**src/rtl/traffic_pkg.sv**
```systemverilog
// Shared phase encoding and light decode constants for the traffic light
// controller and its output-side monitor.
package traffic_pkg;

    typedef enum logic [1:0] {
        IDLE   = 2'd0,
        GREEN  = 2'd1,
        YELLOW = 2'd2,
        RED    = 2'd3
    } phase_e;

    localparam int GREEN_IDX  = 0;
    localparam int YELLOW_IDX = 1;
    localparam int RED_IDX    = 2;

    localparam logic [2:0] L_G = 3'b001 << GREEN_IDX;
    localparam logic [2:0] L_Y = 3'b001 << YELLOW_IDX;
    localparam logic [2:0] L_R = 3'b001 << RED_IDX;

    function automatic phase_e next_phase(input phase_e p);
        phase_e n;
        n = IDLE;
        case (p)
            GREEN:   n = YELLOW;
            YELLOW:  n = RED;
            RED:     n = GREEN;
            default: n = IDLE;
        endcase
        return n;
    endfunction

endpackage

```
**src/rtl/traffic_light_monitor_counter.sv**
```systemverilog
// Saturating seconds counter for the current phase; flags the cycle in
// which the count first rises above the supplied limit.
module phase_duration_counter #(
    parameter int pDUR_WIDTH = 6
) (
    input  logic                  clk,
    input  logic                  rst,
    input  logic                  clr_i,
    input  logic                  load_i,
    input  logic                  tick_i,
    input  logic [pDUR_WIDTH:0]   limit_i,
    output logic [pDUR_WIDTH-1:0] cnt_o,
    output logic                  over_o
);

    localparam logic [pDUR_WIDTH-1:0] MAX = '1;

    logic [pDUR_WIDTH-1:0] cnt_q, cnt_d;

    always_comb begin
        cnt_d = cnt_q;
        if (clr_i) begin
            cnt_d = '0;
        end else if (load_i) begin
            cnt_d = tick_i ? pDUR_WIDTH'(1) : '0;
        end else if (tick_i && cnt_q != MAX) begin
            cnt_d = cnt_q + 1'b1;
        end
    end

    always_ff @(posedge clk or posedge rst) begin
        if (rst) cnt_q <= '0;
        else     cnt_q <= cnt_d;
    end

    // Crossing detect, so a cleared timeout flag is not re-raised while held
    assign over_o = ({1'b0, cnt_d} > limit_i) && ({1'b0, cnt_q} <= limit_i);
    assign cnt_o  = cnt_q;

endmodule

```
**src/rtl/traffic_light_monitor.sv**
```systemverilog
// Passive checker of the traffic light controller outputs: tracks phase,
// measures phase length in seconds and latches sticky fault flags.
module traffic_light_monitor
    import traffic_pkg::*;
#(
    parameter int pGREEN_SEC  = 15,
    parameter int pYELLOW_SEC = 3,
    parameter int pRED_SEC    = 18,
    parameter int pTOL        = 1,
    parameter int pDUR_WIDTH  = 6
) (
    input  logic                  clk,
    input  logic                  rst,
    input  logic                  en,
    input  logic                  green_light,
    input  logic                  yellow_light,
    input  logic                  red_light,
    input  logic                  sec_tick,
    input  logic                  clr_fault,
    output logic [1:0]            phase,
    output logic [pDUR_WIDTH-1:0] last_dur,
    output logic                  dur_valid,
    output logic                  err_onehot,
    output logic                  err_order,
    output logic                  err_duration,
    output logic                  err_timeout,
    output logic                  fault
);

    function automatic int exp_sec(input phase_e p);
        int e;
        e = 0;
        case (p)
            GREEN:   e = pGREEN_SEC;
            YELLOW:  e = pYELLOW_SEC;
            RED:     e = pRED_SEC;
            default: e = 0;
        endcase
        return e;
    endfunction

    function automatic logic dur_bad(input phase_e p,
                                     input logic [pDUR_WIDTH-1:0] d);
        int di;
        di = int'(d);
        return (di > exp_sec(p) + pTOL) || (di < exp_sec(p) - pTOL);
    endfunction

    phase_e                phase_q, phase_d, lph;
    logic                  first_q, first_d;
    logic [pDUR_WIDTH-1:0] last_q, last_d, dur;
    logic                  dv_q, dv_d;
    logic                  oh_q, oh_d, ord_q, ord_d;
    logic                  du_q, du_d, to_q, to_d, fault_q;
    logic                  new_oh, new_ord, new_du;
    logic                  cnt_clr, cnt_load, over;
    logic                  none, multi;
    logic [2:0]            lights;
    logic [pDUR_WIDTH:0]   lim;

    always_comb begin
        lights             = '0;
        lights[GREEN_IDX]  = green_light;
        lights[YELLOW_IDX] = yellow_light;
        lights[RED_IDX]    = red_light;
        lph   = IDLE;
        none  = 1'b0;
        multi = 1'b0;
        case (lights)
            3'b000:  none  = 1'b1;
            L_G:     lph   = GREEN;
            L_Y:     lph   = YELLOW;
            L_R:     lph   = RED;
            default: multi = 1'b1;
        endcase
    end

    always_comb begin
        phase_d  = phase_q;
        first_d  = first_q;
        last_d   = last_q;
        dv_d     = 1'b0;
        cnt_clr  = 1'b0;
        cnt_load = 1'b0;
        new_oh   = 1'b0;
        new_ord  = 1'b0;
        new_du   = 1'b0;
        if (!en) begin
            phase_d = IDLE;
            cnt_clr = 1'b1;
        end else if (phase_q == IDLE) begin
            cnt_clr = 1'b1;
            if (multi) begin
                new_oh = 1'b1;
            end else if (lph == GREEN) begin
                phase_d = GREEN;
                first_d = 1'b1;
            end else if (!none) begin
                phase_d  = lph;
                new_ord  = 1'b1;
                first_d  = 1'b1;
                cnt_clr  = 1'b0;
                cnt_load = 1'b1;
            end
        end else if (none || multi) begin
            new_oh = 1'b1;
        end else if (lph == next_phase(phase_q)) begin
            phase_d  = lph;
            last_d   = dur;
            dv_d     = 1'b1;
            new_du   = !first_q && dur_bad(phase_q, dur);
            first_d  = 1'b0;
            cnt_load = 1'b1;
        end else if (lph != phase_q) begin
            phase_d  = lph;
            new_ord  = 1'b1;
            first_d  = 1'b1;
            cnt_load = 1'b1;
        end
        lim  = (pDUR_WIDTH+1)'(exp_sec(phase_d) + pTOL);
        oh_d  = (clr_fault ? 1'b0 : oh_q)  | new_oh;
        ord_d = (clr_fault ? 1'b0 : ord_q) | new_ord;
        du_d  = (clr_fault ? 1'b0 : du_q)  | new_du;
        to_d  = (clr_fault ? 1'b0 : to_q)
              | (en && phase_d != IDLE && over);
    end

    phase_duration_counter #(.pDUR_WIDTH(pDUR_WIDTH)) u_cnt (
        .clk     (clk),
        .rst     (rst),
        .clr_i   (cnt_clr),
        .load_i  (cnt_load),
        .tick_i  (sec_tick),
        .limit_i (lim),
        .cnt_o   (dur),
        .over_o  (over)
    );

    always_ff @(posedge clk or posedge rst) begin
        if (rst) begin
            phase_q <= IDLE;
            first_q <= 1'b0;
            last_q  <= '0;
            dv_q    <= 1'b0;
            oh_q    <= 1'b0;
            ord_q   <= 1'b0;
            du_q    <= 1'b0;
            to_q    <= 1'b0;
            fault_q <= 1'b0;
        end else begin
            phase_q <= phase_d;
            first_q <= first_d;
            last_q  <= last_d;
            dv_q    <= dv_d;
            oh_q    <= oh_d;
            ord_q   <= ord_d;
            du_q    <= du_d;
            to_q    <= to_d;
            fault_q <= oh_d | ord_d | du_d | to_d;
        end
    end

    assign phase        = phase_q;
    assign last_dur     = last_q;
    assign dur_valid    = dv_q;
    assign err_onehot   = oh_q;
    assign err_order    = ord_q;
    assign err_duration = du_q;
    assign err_timeout  = to_q;
    assign fault        = fault_q;

endmodule

```
**config.mk**
```make
export PLATFORM = sky130hd
export DESIGN_NAME = traffic_light_monitor
export DESIGN_NICKNAME = d
export VERILOG_FILES = /design/src/rtl/traffic_pkg.sv /design/src/rtl/traffic_light_monitor_counter.sv /design/src/rtl/traffic_light_monitor.sv
export SDC_FILE = /design/constraint.sdc
export NUM_CORES = 1
export LEC_CHECK = 0
export CORE_MARGIN = 5
export CORE_UTILIZATION = 57
export DETAILED_ROUTE_END_ITERATION = 6
export PLACE_DENSITY = 0.81
export SKIP_LAST_GASP = 1
export SLEW_MARGIN = 20
export SYNTH_ARGS = -nofsm -noshare
export SYNTH_HDL_FRONTEND = slang
export SYNTH_HIERARCHICAL = 1
export SYNTH_SLANG_ARGS = --single-unit
```
**constraint.sdc**
```tcl
create_clock -name clk -period 4.33 [get_ports clk]
set_input_delay 0.866 -clock clk [delete_from_list [all_inputs] [get_ports clk]]
set_output_delay 0.866 -clock clk [all_outputs]
set_load 0.01 [all_outputs]
```
* Word-level counts from Yosys, hierarchy flattened *
Cells that the tools add are included.

storage, ports and cells
  input bits = 8
  flip-flop bits (word level) = 21

cells by class
  $lt $le $gt $ge = 4
  reductions and logical operators = 15
  multiplexer cells = 64
  add/subtract/negate cells = 4
  bitwise gates (word level) = 9
  equal/unequal tests = 16

operators with widths
  cell                   count
  $mux 32                4
  $mux 1                 42
  $add 32x2->32 const B  1
  $gt 7x32->1            1
  $lt 7x32->1            1
  $sub 32x2->32 const B  1
  $pmux 5 s3             2
  $mux 2                 11
  $mux 6                 3
  $pmux 2 s3             2
  $eq 2x2->1 const B     4
  $add 7x2->7 const B    1
  $gt 6x7->1             1
  $le 6x7->1             1
  $or 1x1->1             7
  $add 6x1->6 const B    1
  $eq 2x1->1 const B     3
  $ne 6x6->1 const B     1
  $logic_and 1x1->1      5
  $reduce_and 5->1       1
  $ne 2x2->1 const B     2
  $reduce_and 4->1       1
  $reduce_or 4->1        1
  $eq 3x1->1 const B     1
  12 further kinds       14

* Logic depth before layout (Yosys ltp) *
  depth in word-level cells = 23
  depth in mapped cells = 20
  mapped depth without buffers = 18

* By module *
Netlist, hierarchy kept.

modules (own cells, without submodules)
  module                  cells each  sequential area each (um^2)  times used  area each (um^2)
  traffic_light_monitor   152         375.4                        1           1418.9
  phase_duration_counter  67          150.1                        1           629.4

* Least setup slack after synthesis *
No wires, ideal clock.

  kind = register -> register
  from = register phase_q[0] (netlist: phase[0])
  to = register fault_q (netlist: fault)
  buffers on the path = 1
  period minus slack after synthesis = 3.985 ns
  arrival = 3.852 ns
  slack = 0.345 ns
  required time = 4.197 ns
  stages on the path, launching flop included = 19
  path through = dfrtp_1 > clkbuf_1 > inv_1 > ha_1 > nor3b_1 > a22o_1 > a211oi_2 > a21oi_1 > nor3_1 > ha_1 > a21oi_1 > o21ai_0 > a221oi_1 > a211oi_1 > nand3b_1 > o21ai_0 > or3b_1 > a311oi_1 > o31ai_1

on the way
  elaborated cells on any way between the ends = 66
  those cells by class = add/sub: 3; order compare: 4; eq/ne: 8; mux: 37; bitwise: 7; reduce/logical: 7

RTL lines
  element                                   RTL line                             text
  start, declared                           traffic_light_monitor.sv:49          phase_e phase_q, phase_d, lph;
  start signal, assigned                    traffic_light_monitor.sv:151         phase_q <= phase_d;
  $eq 2x2->1 or $eq 2x1->1 (tied branches)  traffic_pkg.sv:23                    case (p)
  $pmux 2 s3                                traffic_pkg.sv:23
  $mux 2                                    traffic_light_monitor.sv:105         end else if (none || multi) begin
  $mux 2                                    traffic_light_monitor.sv:91          end else if (phase_q == IDLE) begin
  $mux 2                                    traffic_light_monitor.sv:88          if (!en) begin
  $eq 2x2->1                                traffic_light_monitor.sv:107         end else if (lph == next_phase(phase_q)) begin
  $mux 1                                    traffic_light_monitor.sv:107
  $mux 1                                    traffic_light_monitor.sv:105
  (+2 left out)                             n/a
  via cnt_load                              traffic_light_monitor.sv:56          logic cnt_clr, cnt_load, over;
  (+2 left out)                             n/a
  via u_cnt.cnt_d[2]                        traffic_light_monitor_counter.sv:18  logic [pDUR_WIDTH-1:0] cnt_q, cnt_d;
  $gt 6x7->1 *                              traffic_light_monitor_counter.sv:37  assign over_o = ({1'b0, cnt_d} > limit_i) && ({1'b0, cnt_q} <= limit_i);
  $logic_and 1x1->1 *                       traffic_light_monitor_counter.sv:37
  via over                                  traffic_light_monitor.sv:56
  $logic_and 1x1->1 *                       traffic_light_monitor.sv:125         | (en && phase_d != IDLE && over);
  $or 1x1->1 *                              traffic_light_monitor.sv:125
  via to_d                                  traffic_light_monitor.sv:54          logic du_q, du_d, to_q, to_d, fault_q;
  $or 1x1->1 *                              traffic_light_monitor.sv:159         fault_q <= oh_d | ord_d | du_d | to_d;
  end signal, assigned                      traffic_light_monitor.sv:159
  end, declared                             traffic_light_monitor.sv:54

Mark *: on every way through the listed nets, which the timed path passes. The rest lies on a longest branch. The select of a mux whose other input is x is not followed.
A chain may end at the register's enable or synchronous reset.

* Worst setup path in the final report *
  from = input green_light
  to = register fault_q (netlist: fault)

on the way
  elaborated cells on any way between the ends = 64
  those cells by class = add/sub: 1; order compare: 2; eq/ne: 9; mux: 38; bitwise: 7; reduce/logical: 7

RTL lines
  element                                   RTL line                             text
  start, declared                           traffic_light_monitor.sv:15          input logic green_light,
  $eq 3x3->1, or another cell as far along  traffic_light_monitor.sv:69          case (lights)
  $pmux 2 s3                                traffic_light_monitor.sv:69
  $ne 2x2->1                                traffic_light_monitor.sv:114         end else if (lph != phase_q) begin
  $mux 1                                    traffic_light_monitor.sv:114
  $mux 1                                    traffic_light_monitor.sv:107
  $mux 1                                    traffic_light_monitor.sv:105
  $mux 1 *                                  traffic_light_monitor.sv:91
  $mux 1 *                                  traffic_light_monitor.sv:88
  via cnt_load                              traffic_light_monitor.sv:56
  (+2 left out)                             n/a
  via u_cnt.cnt_d[1]                        traffic_light_monitor_counter.sv:18
  $gt 6x7->1 *                              traffic_light_monitor_counter.sv:37
  $logic_and 1x1->1 *                       traffic_light_monitor_counter.sv:37
  via over                                  traffic_light_monitor.sv:56
  $logic_and 1x1->1 *                       traffic_light_monitor.sv:125
  $or 1x1->1 *                              traffic_light_monitor.sv:125
  via to_d                                  traffic_light_monitor.sv:54
  $or 1x1->1 *                              traffic_light_monitor.sv:159

Mark *: on every way through the listed nets, which the timed path passes. The rest lies on a longest branch.

==> impl_metrics.json <==
{
  "outcome": "finished clean",
  "p_seq_frac": 0.428,
  "maxCapViolCount": 0,
  "start_util": 0.600,
  "cp-end-kind": "flop",
  "relSlewSlack": 0.604,
  "synth_area_per_cell_um2": 9.35,
  "use_met1": 0.256,
  "internal_power_uw": 343,
  "fin_tns_setup_ns": 0,
  "syn_inst": 219,
  "place_congestion": 0.862,
  "cp_slowest_stage_delay_ns": 0.46,
  "yosys.cell_count.top_type": "ha_1",
  "cts_tree": "done",
  "yosysTopAreaCell": "dfrtp_1",
  "viasPerCell": 5.72,
  "antenna_found_initial": 0,
  "first_pass_iters": 4,
  "multi_input_area_mm2": 0.00141,
  "layout_min_cycle_time_ns": 4.26,
  "top_usage_layer": "met2",
  "clk_path_buf_depth": 2,
  "hp-class": "reg2reg",
  "cts.sinks": 21,
  "finalMaxSlewViolations": 0,
  "track_usage": 0.190,
  "ys_ff_latch": 21,
  "hpwlAfterDp_um": 3560,
  "grt_max_degree": 16,
  "grt_pass1_wl_um": 7710,
  "stdcell_count": 308,
  "ir_drop_mv": 0.114,
  "clk_pin_slew_ns": 0.12,
  "rows": 21,
  "crit_path_cell_trace": "clkdlybuf4s50_1 > maj3_2 > a22o_1 > a211oi_2 > a21oi_2 > nor3_1 > ha_1 > nand2_1 > o21ai_0 > a221oi_1 > a211oi_1 > nand3b_1 > o21ai_0 > or3b_1 > a311oi_2 > o31ai_1",
  "insertion_delay_ns": 0.30,
  "p_leak_uw": 0.00124,
  "die_h_um": 69.9,
  "drc": 0,
  "path_max_fanout": 6,
  "nets": 308,
  "grt_overflow": 0,
  "via_count": 1763,
  "finClkSkew_ns": 0.00143,
  "post-place-ws_ns": -0.322,
  "worstMarginPinSlew_ns": 0.593,
  "synthToLayoutAreaGrowth_pct": 22.5,
  "slowest_stage": "clkdlybuf4s50_1",
  "fin_crit_sh": 0.984,
  "power.share.clock": 0.182,
  "yosysSeqAreaShare": 0.257,
  "wl_per_cell_um": 14.9,
  "drive_gt1_frac": 0.187,
  "p_sw_uw": 171,
  "synthTopCellsByArea": "dfrtp_1 26%, ha_1 23%, inv_1 4.8%, mux2_4 4.4%, a21oi_1 2.4%",
  "timing.hold.ws_ns": 0.521,
  "setup_viol": 0,
  "dp.cells": 303,
  "met2_usage": 0.328,
  "cp.arrival_ns": 4.44,
  "io_buffers": 21,
  "yosys_warnings": 6,
  "synth_edf_count": 0,
  "power_frac_comb": 0.389,
  "crit_type": "in2reg",
  "hold_violations": 0,
  "die_area_mm2": 0.00489,
  "crit_top_cell": "o21ai_0",
  "worstSetupStartpointType": "input port",
  "hold_buffers": 0,
  "powerDensity_mw_per_mm2": 205,
  "power_uw": 515,
  "fmax_mhz": 235,
  "setup_slack_ns": 0.0714,
  "seqCellArea_um2": 526,
  "required_ns": 4.51,
  "use_met3": 0.0215,
  "diodes": 0,
  "netlist_top_cells_count": "37 x ha_1, 26 x inv_1, 21 x dfrtp_1",
  "top_level_ports": 22,
  "htreeDepth": 1,
  "drt_iter0_markers": 113,
  "die_w_um": 69.9,
  "swShare": 0.333,
  "clockRootBuffer": "clkbuf_4",
  "async_flop_share": 1.00,
  "grt_pass1_vias": 1705,
  "syn_area_mm2": 0.00205,
  "ant_nets": 0,
  "synth_flop_cell": "dfrtp_1",
  "n_fill_cell": 251,
  "synth_top_area_share": 0.257,
  "core_region_area_mm2": 0.00342,
  "drt-total-wl_um": 4590,
  "cts_buffers": 3,
  "synth_cell_type_count": 58
}
[repair_timing]
item | CTS | global route
resized for setup | 1 | 6
endpoints found under the hold margin | 0 | 0
endpoints found under the setup margin | 1 | 1
setup buffers | 0 | 1
pin swaps | 0 | 4
[power by group through the flow]
| stage | clock [uW] | sequential (uW) | combinational (uW) |
|---|---|---|---|
| 3_5_place_dp | 0 | 224 | 191 |
| 5_1_grt | 108 | 223 | 223 |
| 2_1_floorplan | 0 | 228 | 115 |
| 6_report | 93.9 | 220 | 200 |
| 3_3_place_gp | 0 | 224 | 187 |
| 4_1_cts | 95.1 | 220 | 193 |
[state kept, by name (all words and copies together) (netlist names)]
name,count
err_order,1
err_duration,1
last_dur,6
fault,1
dur_valid,1
err_timeout,1
u_cnt/cnt_o,6
err_onehot,1
first_q,1
phase,2
[stage by stage]
stage,instance area [um^2],utilization
detailed placement,2440,0.716
finish,2510,0.734
CTS,2470,0.725
global route,2510,0.734
floorplan,2060,-
global placement,2440,0.716
[final timing paths]
kind / cells after the start / from / to / slack [ns]
max: 16 / green_light / fault / 0.07
min: 1 / last_dur[2] / last_dur[2] / 0.52
max reg2reg: 17 / phase[0] / fault / 0.34
min reg2reg: 1 / last_dur[2] / last_dur[2] / 0.52
max in group asynchronous: 2 / rst / phase[0] / 2.95
min in group asynchronous: 2 / rst / u_cnt/cnt_o[5] / 0.85
[final cells by class]
type	count	share of cell area
clock buffers	4	0.0105
inverters	27	0.0404
multi-input cells	166	0.562
flip-flops and latches	21	0.209
well taps	46	0.0229
repair buffers	44	0.155
[per-layer routing]
layer	vias to the layer above	part of all wire
li1	875	-
met1	840	0.46
met2	42	0.48
met3	6	0.044
met4	0	0.013
met5	-	0
[critical path, delay by kind of cell]
family                   cells  cell delay [ns]
AO/OA/AOI/OAI                9             1.53
buffers and inverters        1             0.46
adder cells (fa/ha/maj)      2             0.67
AND/OR/NAND/NOR              4             0.92
[cells by family after synthesis]
kind of cell               after synthesis  share of synthesized area
AOI/OAI and AO/OA                       53                      0.182
xor gates and xnor gates                 8                     0.0342
adders and majority gates               38                      0.232
buffers and inverters                   34                     0.0709
DFF                                     21                      0.257
muxes                                    9                     0.0586
other                                    1                    0.00183
and+or+nand+nor                         55                      0.164
[cell usage in the layout, fill, tap and decap left out, types with 2 or more instances in the layout]
master	netlist	routed
a211oi_1	2	2
a21o_1	3	3
a21oi_1	10	9
a21oi_2	1	2
a31oi_1	3	3
and3_1	5	5
buf_4	0	23
clkbuf_4	0	3
clkdlybuf4s50_1	0	19
conb_1	1	3
dfrtp_1	21	21
dlymetal6s2s_1	0	2
ha_1	37	37
inv_1	26	26
mux2_4	6	6
mux2i_1	3	3
nand2_1	5	5
nand2b_1	5	5
nand3_1	6	6
nor2_1	10	10
nor2b_1	2	2
nor3_1	7	5
nor3_2	0	2
nor3b_1	2	2
nor4b_2	2	2
o211ai_1	4	4
o21ai_0	10	10
o21ai_1	2	2
xnor2_1	3	3
xor2_1	5	5
Power figures use the tool's default switching activity.
==> patch: new RTL, config.mk and constraints unchanged <==
`pDUR_WIDTH` is set to 6 in 2 places; all go to 7.
--- a/src/rtl/traffic_light_monitor_counter.sv
+++ b/src/rtl/traffic_light_monitor_counter.sv
@@ -1,7 +1,7 @@
 // Saturating seconds counter for the current phase; flags the cycle in
 // which the count first rises above the supplied limit.
 module phase_duration_counter #(
-    parameter int pDUR_WIDTH = 6
+    parameter int pDUR_WIDTH = 7
 ) (
     input  logic                  clk,
     input  logic                  rst,
--- a/src/rtl/traffic_light_monitor.sv
+++ b/src/rtl/traffic_light_monitor.sv
@@ -7,7 +7,7 @@
     parameter int pYELLOW_SEC = 3,
     parameter int pRED_SEC    = 18,
     parameter int pTOL        = 1,
-    parameter int pDUR_WIDTH  = 6
+    parameter int pDUR_WIDTH  = 7
 ) (
     input  logic                  clk,
     input  logic                  rst,
Interface: changed (resized last_dur); port bits go from 22 to 23. The function was not compared with the original's and may differ.
==> patch against the unedited design <==
Clock power up 48%. Via count up 7.4%. Power up 7.6%. Area after synthesis up 4.2%. Utilization up 0.83 points. Design area up 7.6%. Worst setup slack better by 0.31 ns. Routed wire length up 11%. Register-to-register slack better by 0.09 ns. Sequential cell count up 2. Cell count up 6.2%.
==> patch: results (changes against the unedited design) <==
| Metric | Value |
|---|---|
| Final worst slack | `0.382 ns (+0.311 ns)` |
| Sw frac | `0.323 (-0.00970)` |
| Synth unique cells | `59 (+1.7%)` |
| Placed standard-cell area | `2610 um^2 (+6.6%)` |
| Layout cells sized above 1 | `0.197 (+0.0101)` |
| Clk slew on worst S/H paths | `0.09 ns (-0.03 ns)` |
| Pin count of the biggest net entering global routing | `17 (+1)` |
| Worst Tran Pin Value | `0.637 ns (+0.0440 ns)` |
| Mux contribution to synthesized area | `0.0411 (-0.0176)` |
| Dpl hpwl | `3.97 mm (+11%)` |
| Arrival time worst endpoint | `4.09 ns (-0.35 ns)` |
| Vias in the first global route | `1775 (+4.1%)` |
| WL final | `5.09 mm (+11%)` |
| Post-Synth XOR/XNOR Area | `0.0123 (-0.0219)` |
| Critical Path Max Stage Delay | `0.65 ns (+0.19 ns)` |
| Maximum VDD drop | `0.000117 V (+2.6%)` |
| Final setup skew | `0.00897 ns (+0.00753 ns)` |
| Gr usage total | `0.200 (+0.00998)` |
| Vias | `1894 (+7.4%)` |
| Top cells by count, synth | `ha_1 (40), inv_1 (24), dfrtp_1 (23)` |
| Placed Cells | `323 (+6.6%)` |
| Seq/Total Area, Yosys | `0.270 (+0.0132)` |
| Drt initial violations | `126 (+12%)` |
| IO Port Bufs | `22 (+4.8%)` |
| Status | `finished, final reports clean` |
| First-pass GRT wire length | `8.24 mm (+6.9%)` |
| Synth Area in Compound Gates | `0.198 (+0.0156)` |
| Gp weighted congestion | `0.866 (+0.49%)` |
| Fill count | `280 (+12%)` |
==> patch: cell type report <==
type,count,area (um^2),share of cell area
Clock inverter,1,7.51,0.00278
Tap cell,48,60.1,0.0223
Timing Repair Buffer,49,430,0.159
Clock buffer,3,41.3,0.0153
Sequential cell,23,576,0.213
Inverter,24,90.1,0.0334
Multi-Input combinational cell,179,1490,0.554
==> patch: timing repair <==
action                                  CTS  global route
pin swaps                                 0             3
resized for setup                         2            10
endpoints found under the setup margin    1             1
==> patch: worst max-delay path, delay by kind of cell <==
family | cells | cell delay, ns
buffers and inverters | 2 | 0.71
AO/OA/AOI/OAI | 5 | 0.78
AND/OR/NAND/NOR | 3 | 1.09
adder cells (fa/ha/maj) | 2 | 0.63
==> patch: power groups by stage <==
| stage | clock (mW) | combinational (mW) | sequential [mW] |
|---|---|---|---|
| 6_report | 0.139 | 0.183 | 0.231 |
| 4_1_cts | 0.140 | 0.179 | 0.231 |
| 5_1_grt | 0.151 | 0.201 | 0.233 |
| 3_3_place_gp | 0 | 0.170 | 0.235 |
| 2_1_floorplan | 0 | 0.101 | 0.241 |
| 3_5_place_dp | 0 | 0.177 | 0.235 |
==> patch: final timing paths <==
path | slack [ns] | start | cells past startpoint | to
worst max-delay path | 0.38 | en | 12 | fault
worst min-delay path | 0.50 | last_dur[3] | 1 | last_dur[3]
worst max register to register | 0.43 | phase[1] | 15 | fault
worst min register to register | 0.50 | last_dur[3] | 1 | last_dur[3]
max in group asynchronous | 2.91 | rst | 2 | err_order
min in group asynchronous | 0.87 | rst | 2 | u_cnt/cnt_o[3]
==> patch: layer usage <==
metal / track usage / part of all wire
met5: 0 / 0
met2: 0.317 / 0.46
met3: 0.0170 / 0.050
met4: 0.0585 / 0.017
met1: 0.290 / 0.47
